### src/rtl/sram_rd_pipe.sv
// Read-data delay line: DEPTH register stages carrying a valid bit and data.
// Data stages only load on a valid input, so the output holds between pulses.
module sram_rd_pipe #(
    parameter int unsigned DATA_WIDTH = 32,
    parameter int unsigned DEPTH      = 1
) (
    input  logic                  clk,
    input  logic                  rstb,
    input  logic                  in_valid,
    input  logic [DATA_WIDTH-1:0] in_data,
    output logic                  out_valid,
    output logic [DATA_WIDTH-1:0] out_data
);

    logic [DEPTH-1:0]      vld_q;
    logic [DATA_WIDTH-1:0] dat_q [DEPTH];

    always_ff @(posedge clk) begin
        if (!rstb) begin
            vld_q <= '0;
            for (int unsigned i = 0; i < DEPTH; i++) begin
                dat_q[i] <= '0;
            end
        end else begin
            vld_q[0] <= in_valid;
            if (in_valid) begin
                dat_q[0] <= in_data;
            end
            for (int unsigned i = 1; i < DEPTH; i++) begin
                vld_q[i] <= vld_q[i-1];
                if (vld_q[i-1]) begin
                    dat_q[i] <= dat_q[i-1];
                end
            end
        end
    end

    assign out_valid = vld_q[DEPTH-1];
    assign out_data  = dat_q[DEPTH-1];

endmodule

### config.mk
export PLATFORM = sky130hd
export DESIGN_NAME = sram_rd_pipe
export DESIGN_NICKNAME = d
export VERILOG_FILES = /design/src/rtl/sram_rd_pipe.sv
export SDC_FILE = /design/constraint.sdc
export NUM_CORES = 1
export LEC_CHECK = 0
export CELL_PAD_IN_SITES_DETAIL_PLACEMENT = 1
export CELL_PAD_IN_SITES_GLOBAL_PLACEMENT = 2
export CORE_MARGIN = 4
export CORE_UTILIZATION = 27
export CTS_BUF_LIST = sky130_fd_sc_hd__clkbuf_8
export DETAILED_ROUTE_END_ITERATION = 6
export PLACE_DENSITY = 0.86
export SLEW_MARGIN = 20
export SYNTH_ARGS = -nofsm -noshare
export SYNTH_HDL_FRONTEND = slang
export SYNTH_SLANG_ARGS = --single-unit
### constraint.sdc
create_clock -name clk -period 3.85 [get_ports clk]
set_clock_uncertainty 0.1 [all_clocks]
set_input_delay 0.77 -clock clk [delete_from_list [all_inputs] [get_ports clk]]
set_output_delay 0.77 -clock clk [all_outputs]
set_load 0.01 [all_outputs]
Word level (Yosys, flattened, before mapping)
Memories as Yosys holds them, arrays and structs flattened. Index checks and enable logic that the tools add are counted.

Mux-type cells: 6. Reduce and logical (&&, ||, !) cells: 1.

Operators with widths (number): $mux W32 (1); $reduce_or A32 Y1 (1); $mux W1 (5).

Input bits: 35. Bits in writable memories: 32. Memories: 1. Flip-flop bits (word level): 1. Output and inout port bits: 33.

Memory list: dat_q (depth 1, bits a word 32, rd ports 1, clocked after memory_dff 0, write ports 1, RTL line 16) `logic [DATA_WIDTH-1:0] dat_q [DEPTH];`.

Longest topological paths before layout
Gate-level depths: netlist of the first run.

Word-level depth: 5. Depth in mapped cells: 2. Gate-level depth less buffers: 1.

Worst setup path after synthesis of the first run
OpenSTA, ideal clock, no wires.

Kind: input port to flip-flop. Start: input port rstb. End: memory dat_q[0][0] (enable). Stages on the path: 1. Library setup time: 390 ps. Arrival time: 1555 ps. Slack: 1805 ps. Path buffers: 0. Cells stage by stage: or2b_1.

Word-level cells in the longest chain between the ends: 4.

RTL lines: start: declaration (RTL line 8) `input logic rstb,`; $mux W1 (RTL line 19) `if (!rstb) begin`; $mux W1 (not written as such) (RTL line 27) `dat_q[0] <= in_data;`; $reduce_or A32 Y1 (no line); $mux W1 (no line) (*); end: declaration (RTL line 16).

Mark *: on every way between the ends. The rest lies on a longest branch, timed or not.

Worst setup path in the final report of the first run
Start: input port in_valid. End: memory dat_q[0][20] (enable).

Word-level cells in the longest chain between the ends: 5.

RTL lines: start: declaration (RTL line 9) `input logic in_valid,`; $mux W1 (*) (RTL line 26) `if (in_valid) begin`; $mux W1 (*) (RTL line 19); $mux W1 (not written as such) (*) (RTL line 27); $reduce_or A32 Y1 (no line); $mux W1 (no line) (*).

Marks and branches as above.

==> results of run 1 <==
kinds of logic after synthesis:
group | after synthesis | synth area share [%]
DFF | 33 | 78.2
buffers and inverters | 6 | 2.39
and+or+nand+nor | 34 | 19.4
cell usage after synthesis, drive strengths merged:
library cell | number | area [µm²]
and2 | 1 | 6.26
edfxtp | 32 | 961
or2b | 1 | 7.51
dfxtp | 1 | 20.0
clkbuf | 3 | 15.0
and3 | 32 | 229
buf | 3 | 15.0
through the flow:
stage               setup slack (ps)  utilization (%)  cells  hold slack, ps
CTS                             1390             46.6    196            1080
finish                          1410             46.6    196            1090
floorplan                       1810                -     73             906
global route                    1270             46.6    196            1090
detailed placement              1100             44.9    189            1370
global placement                1190             44.9    189            1370
metal layers:
layer / share of wire (%) / global-route usage [%] / up-vias / wire (µm)
met5: 0 / 0 / - / 0
met4: 1.7 / 4.20 / 0 / 52
met3: 6.2 / 3.90 / 4 / 188
met2: 56 / 20.7 / 34 / 1680
met1: 36 / 11.5 / 400 / 1100
li1: - / - / 420 / -
state kept, by name, indices dropped and copies added, names as in the netlist:
| register | flops |
|---|---|
| dat_q | 32 |
| out_valid | 1 |
report_power, final:
| part | total [W] | switching, W | leakage, nW | internal [W] |
|---|---|---|---|---|
| registers | 0.000433 | 0.00000765 | 0.352 | 0.000425 |
| logic | 0.000133 | 0.0000474 | 0.445 | 0.0000858 |
| clock network | 0.000223 | 0.000105 | 0.0428 | 0.000119 |
| total | 0.000789 | 0.000160 | 0.841 | 0.000629 |
cells in the final DEF (no fill, tap or decap):
| cell | synthesis | layout |
|---|---|---|
| and3_1 | 9 | 9 |
| inv_1 | 0 | 1 |
| clkbuf_8 | 0 | 5 |
| clkinv_1 | 0 | 1 |
| clkdlybuf4s50_1 | 0 | 67 |
| or2b_1 | 1 | 1 |
| dfxtp_1 | 1 | 1 |
| and2_1 | 1 | 1 |
| buf_4 | 0 | 3 |
| and3_2 | 23 | 23 |
| edfxtp_1 | 32 | 32 |
worst max-delay path: stages:
cell and delay (ps):
clkdlybuf4s50_1 450, buf_4 240, or2b_1 460, buf_4 370
layout make-up:
class / instances / area, µm²
clock buffers: 5 / 68.8
fillers: 444 / 2360
flip-flops and latches: 33 / 981
repair buffers: 70 / 693
well taps: 52 / 65.1
clock inverters: 2 / 7.51
multi-input cells: 34 / 243
how the worst max path moves through the flow:
stage               cells after the start            to     start
CTS                                     4  dat_q[0][14]  in_valid
global placement                        4  dat_q[0][21]  in_valid
finish                                  4  dat_q[0][20]  in_valid
global route                            4  dat_q[0][20]  in_valid
floorplan                               1   dat_q[0][0]      rstb
detailed placement                      4  dat_q[0][19]  in_valid
==> metrics.txt, run 1 <==
Fin Setup TNS=0 ps; CTS Sinks=33; hold path depth=2; Routed WL=3.02 mm; residual DRC count=0; WP data required=3700 ps; Worst VDD drop=164 µV; slew margin rel.=66.4%; Post-Syn Area=1250 µm²; placer congestion estimate=0.717; Ports=68; PostCTS Resize Cnt=0; Arr. time, crit path=2300 ps; Post-DP HPWL=2.40 mm; kind of critical path=in -> reg; nets=179; Mapped Cells=73; fin area=2060 µm²; core area=4410 µm²; clk root buf=clkbuf_8; critical path fanouts, max=34; ANT nets after route=0; final hold viol count=0; deepest clock path buffer count=2; Vias/cell=4.38; CTS clk-pin slew, worst paths=60 ps; Yosys cell types=8; RSZ-0062 raised after global routing=false; pwr dens=383 nW/µm²; Syn Nets=108; CTS Buf Count=5; setup repair bufs after CTS=0; grt total ovfl=0; Initial DRC Count=59; Post-DP Area=1980 µm²; vias post-DR=858; Hold Path Class=in -> reg; layout cells sized above 1=21.5%; Hold Crit Endpoint=dat_q[0][22]; total power=0.000789 W; Yosys reg bits=33; initial core utilization=28.4%; port buffer count=67; vias in the first global route=1006; Final Max Tran Viols=0; Synth-to-Final Area Change=64.2%; die area=5800 µm²; CP endpoint kind=register; Yosys warning count=0; Max-Cap Viols=0; Final min period=2440 ps; first-pass GRT wire length=5.15 mm; H-tree Lvls=2; Seq/Total Area, Yosys=78.2%; DR WL/cell=15.4 µm; Leak=0.841 nW; initial antenna violation count=0; Setup Viol. Count Final=0; critical path startpoint category=primary input; Diodes inserted=0; status=finished, final reports clean; Rows=24; largest net degree at the start of global routing=35; fmax=409 MHz; Global Route Usage Sum=11.2%; Tcrit/Tclk final=63.5%; syn_area_per_cell=17.2 µm²; First-pass DRT Iterations=4; die width=76.1 µm; hold-fix buffers at CTS=0; height of the die=76.1 µm; Worst-Margin Slew=504 ps; hold_sp=in_data[22]; CTS tree=done
Power figures use the tool's default switching activity.
==> run 2, diff against run 1 <==
--- a/config.mk
+++ b/config.mk
@@ -8,10 +8,10 @@
 export CELL_PAD_IN_SITES_DETAIL_PLACEMENT = 1
 export CELL_PAD_IN_SITES_GLOBAL_PLACEMENT = 2
 export CORE_MARGIN = 4
-export CORE_UTILIZATION = 27
+export CORE_UTILIZATION = 23
 export CTS_BUF_LIST = sky130_fd_sc_hd__clkbuf_8
 export DETAILED_ROUTE_END_ITERATION = 6
-export PLACE_DENSITY = 0.86
+export PLACE_DENSITY = 0.78
 export SLEW_MARGIN = 20
 export SYNTH_ARGS = -nofsm -noshare
 export SYNTH_HDL_FRONTEND = slang
==> constraint.sdc (replaced) <==
create_clock -name clk -period 2 [get_ports clk]
set_clock_uncertainty 0.1 [all_clocks]
set_input_delay 0.4 -clock clk [delete_from_list [all_inputs] [get_ports clk]]
set_output_delay 0.4 -clock clk [all_outputs]
set_load 0.01 [all_outputs]
==> run 2 against run 1 <==
  * Global-route usage decreased by 1.2 points
  * Total power increased by 110%
  * Cell count grew 9.7%
  * Sequential share of layout area shrank 1.2 points
  * Combinational power is 92% higher
  * Non-clock buffer count unchanged
  * Utilization fell by 6.1 points
  * Sequential power increased by 92%
  * Clock power grew to 2.6 times the previous value
  * Largest cell class unchanged
==> metrics.txt, run 2 (synthesis gave the netlist of run 1 again) <==
most frequent cells in the layout=clkdlybuf4s50_1, edfxtp_1, and3_2, and3_1, clkbuf_8; First-pass DRT Iterations=4; largest net degree at the start of global routing=34; pwr dens=791 nW/µm²; Diodes inserted=0; Synth-to-Final Area Change=68.4%; die area=6700 µm²; final hold viol count=0; initial antenna violation count=0; CTS tree=done; WP data required=1500 ps; nets=179; Rows=26; hold-fix buffers at CTS=0; total power=0.00167 W; die width=81.8 µm; Tcrit/Tclk final=83.1%; layout cells sized above 1=22.1%; cell breakdown of the critical path=clkdlybuf4s50_1; Vias/cell=4.01; residual DRC count=0; DR WL/cell=14.5 µm; height of the die=81.8 µm; Worst-Margin Slew=390 ps; Arr. time, crit path=1160 ps; max reg flops=32; Initial DRC Count=59; vias in the first global route=967; critical path fanouts, max=1; grt total ovfl=0; CTS Sinks=33; setup repair bufs after CTS=0; core area=5200 µm²; Leak=0.855 nW; first-pass GRT wire length=4.90 mm; Max-Cap Viols=0; CTS Buf Count=5; Crit path max-delay family=buffers and inverters; ANT nets after route=0; Top reg by flops=dat_q; Ports=68; critical path startpoint category=register; Fin Setup TNS=0 ps; slew margin rel.=74.0%; clk root buf=clkbuf_8; deepest clock path buffer count=2; status=finished, final reports clean; fillers=554; PostCTS Resize Cnt=0; Hold Path Class=in -> reg; CP Buf/Inv Count=1; final hold slack=723 ps; kind of critical path=reg -> out; most common cell after layout, fill and taps aside=clkdlybuf4s50_1; CTS clk-pin slew, worst paths=60 ps; CP peak stage delay=540 ps; H-tree Lvls=2; Setup Viol. Count Final=0; fmax=601 MHz; CP endpoint kind=output port; port buffer count=67; Worst VDD drop=283 µV; placer congestion estimate=0.698; Routed WL=3.11 mm; Final min period=1660 ps; Final Max Tran Viols=0; vias post-DR=863; Slowest-stage cell, CP=clkdlybuf4s50_1; Global Route Usage Sum=10.0%; RSZ-0062 raised after global routing=false; initial core utilization=24.1%
==> run 2: worst paths after layout <==
check / from / endpoint / slack, ps / cells past startpoint
max: dat_q[0][9] / out_data[9] / 340 / 1
min: in_data[27] / dat_q[0][27] / 720 / 2
==> run 2: stage by stage <==
stage	std cells	worst slack (ps)	util, %	area [µm²]
floorplan	73	325	-	1250
global placement	207	231	38.5	2000
detailed placement	207	188	38.5	2000
CTS	215	313	40.6	2110
global route	215	284	40.6	2110
finish	215	337	40.6	2110
==> run 2: final cells by class <==
type                            count  area [µm²]  area share, %
Multi-Input combinational cell     34         243           11.5
Clock inverter                      3        37.5           1.78
Tap cell                           70        87.6           4.15
Timing Repair Buffer               70         693           32.8
Sequential cell                    33         981           46.5
Clock buffer                        5        68.8           3.26
==> run 2: power breakdown <==
part           switching [W]  internal [W]
combinational      0.0000912      0.000165
sequential         0.0000151      0.000817
clock               0.000219      0.000362
==> run 2: layer usage <==
| layer | wire length, µm | vias to the layer above | track usage (%) |
|---|---|---|---|
| met5 | 0 | - | 0 |
| met4 | 27 | 0 | 5.48 |
| met3 | 156 | 2 | 2.19 |
| met1 | 1140 | 407 | 11.1 |
| met2 | 1790 | 34 | 17.7 |
| li1 | - | 420 | - |
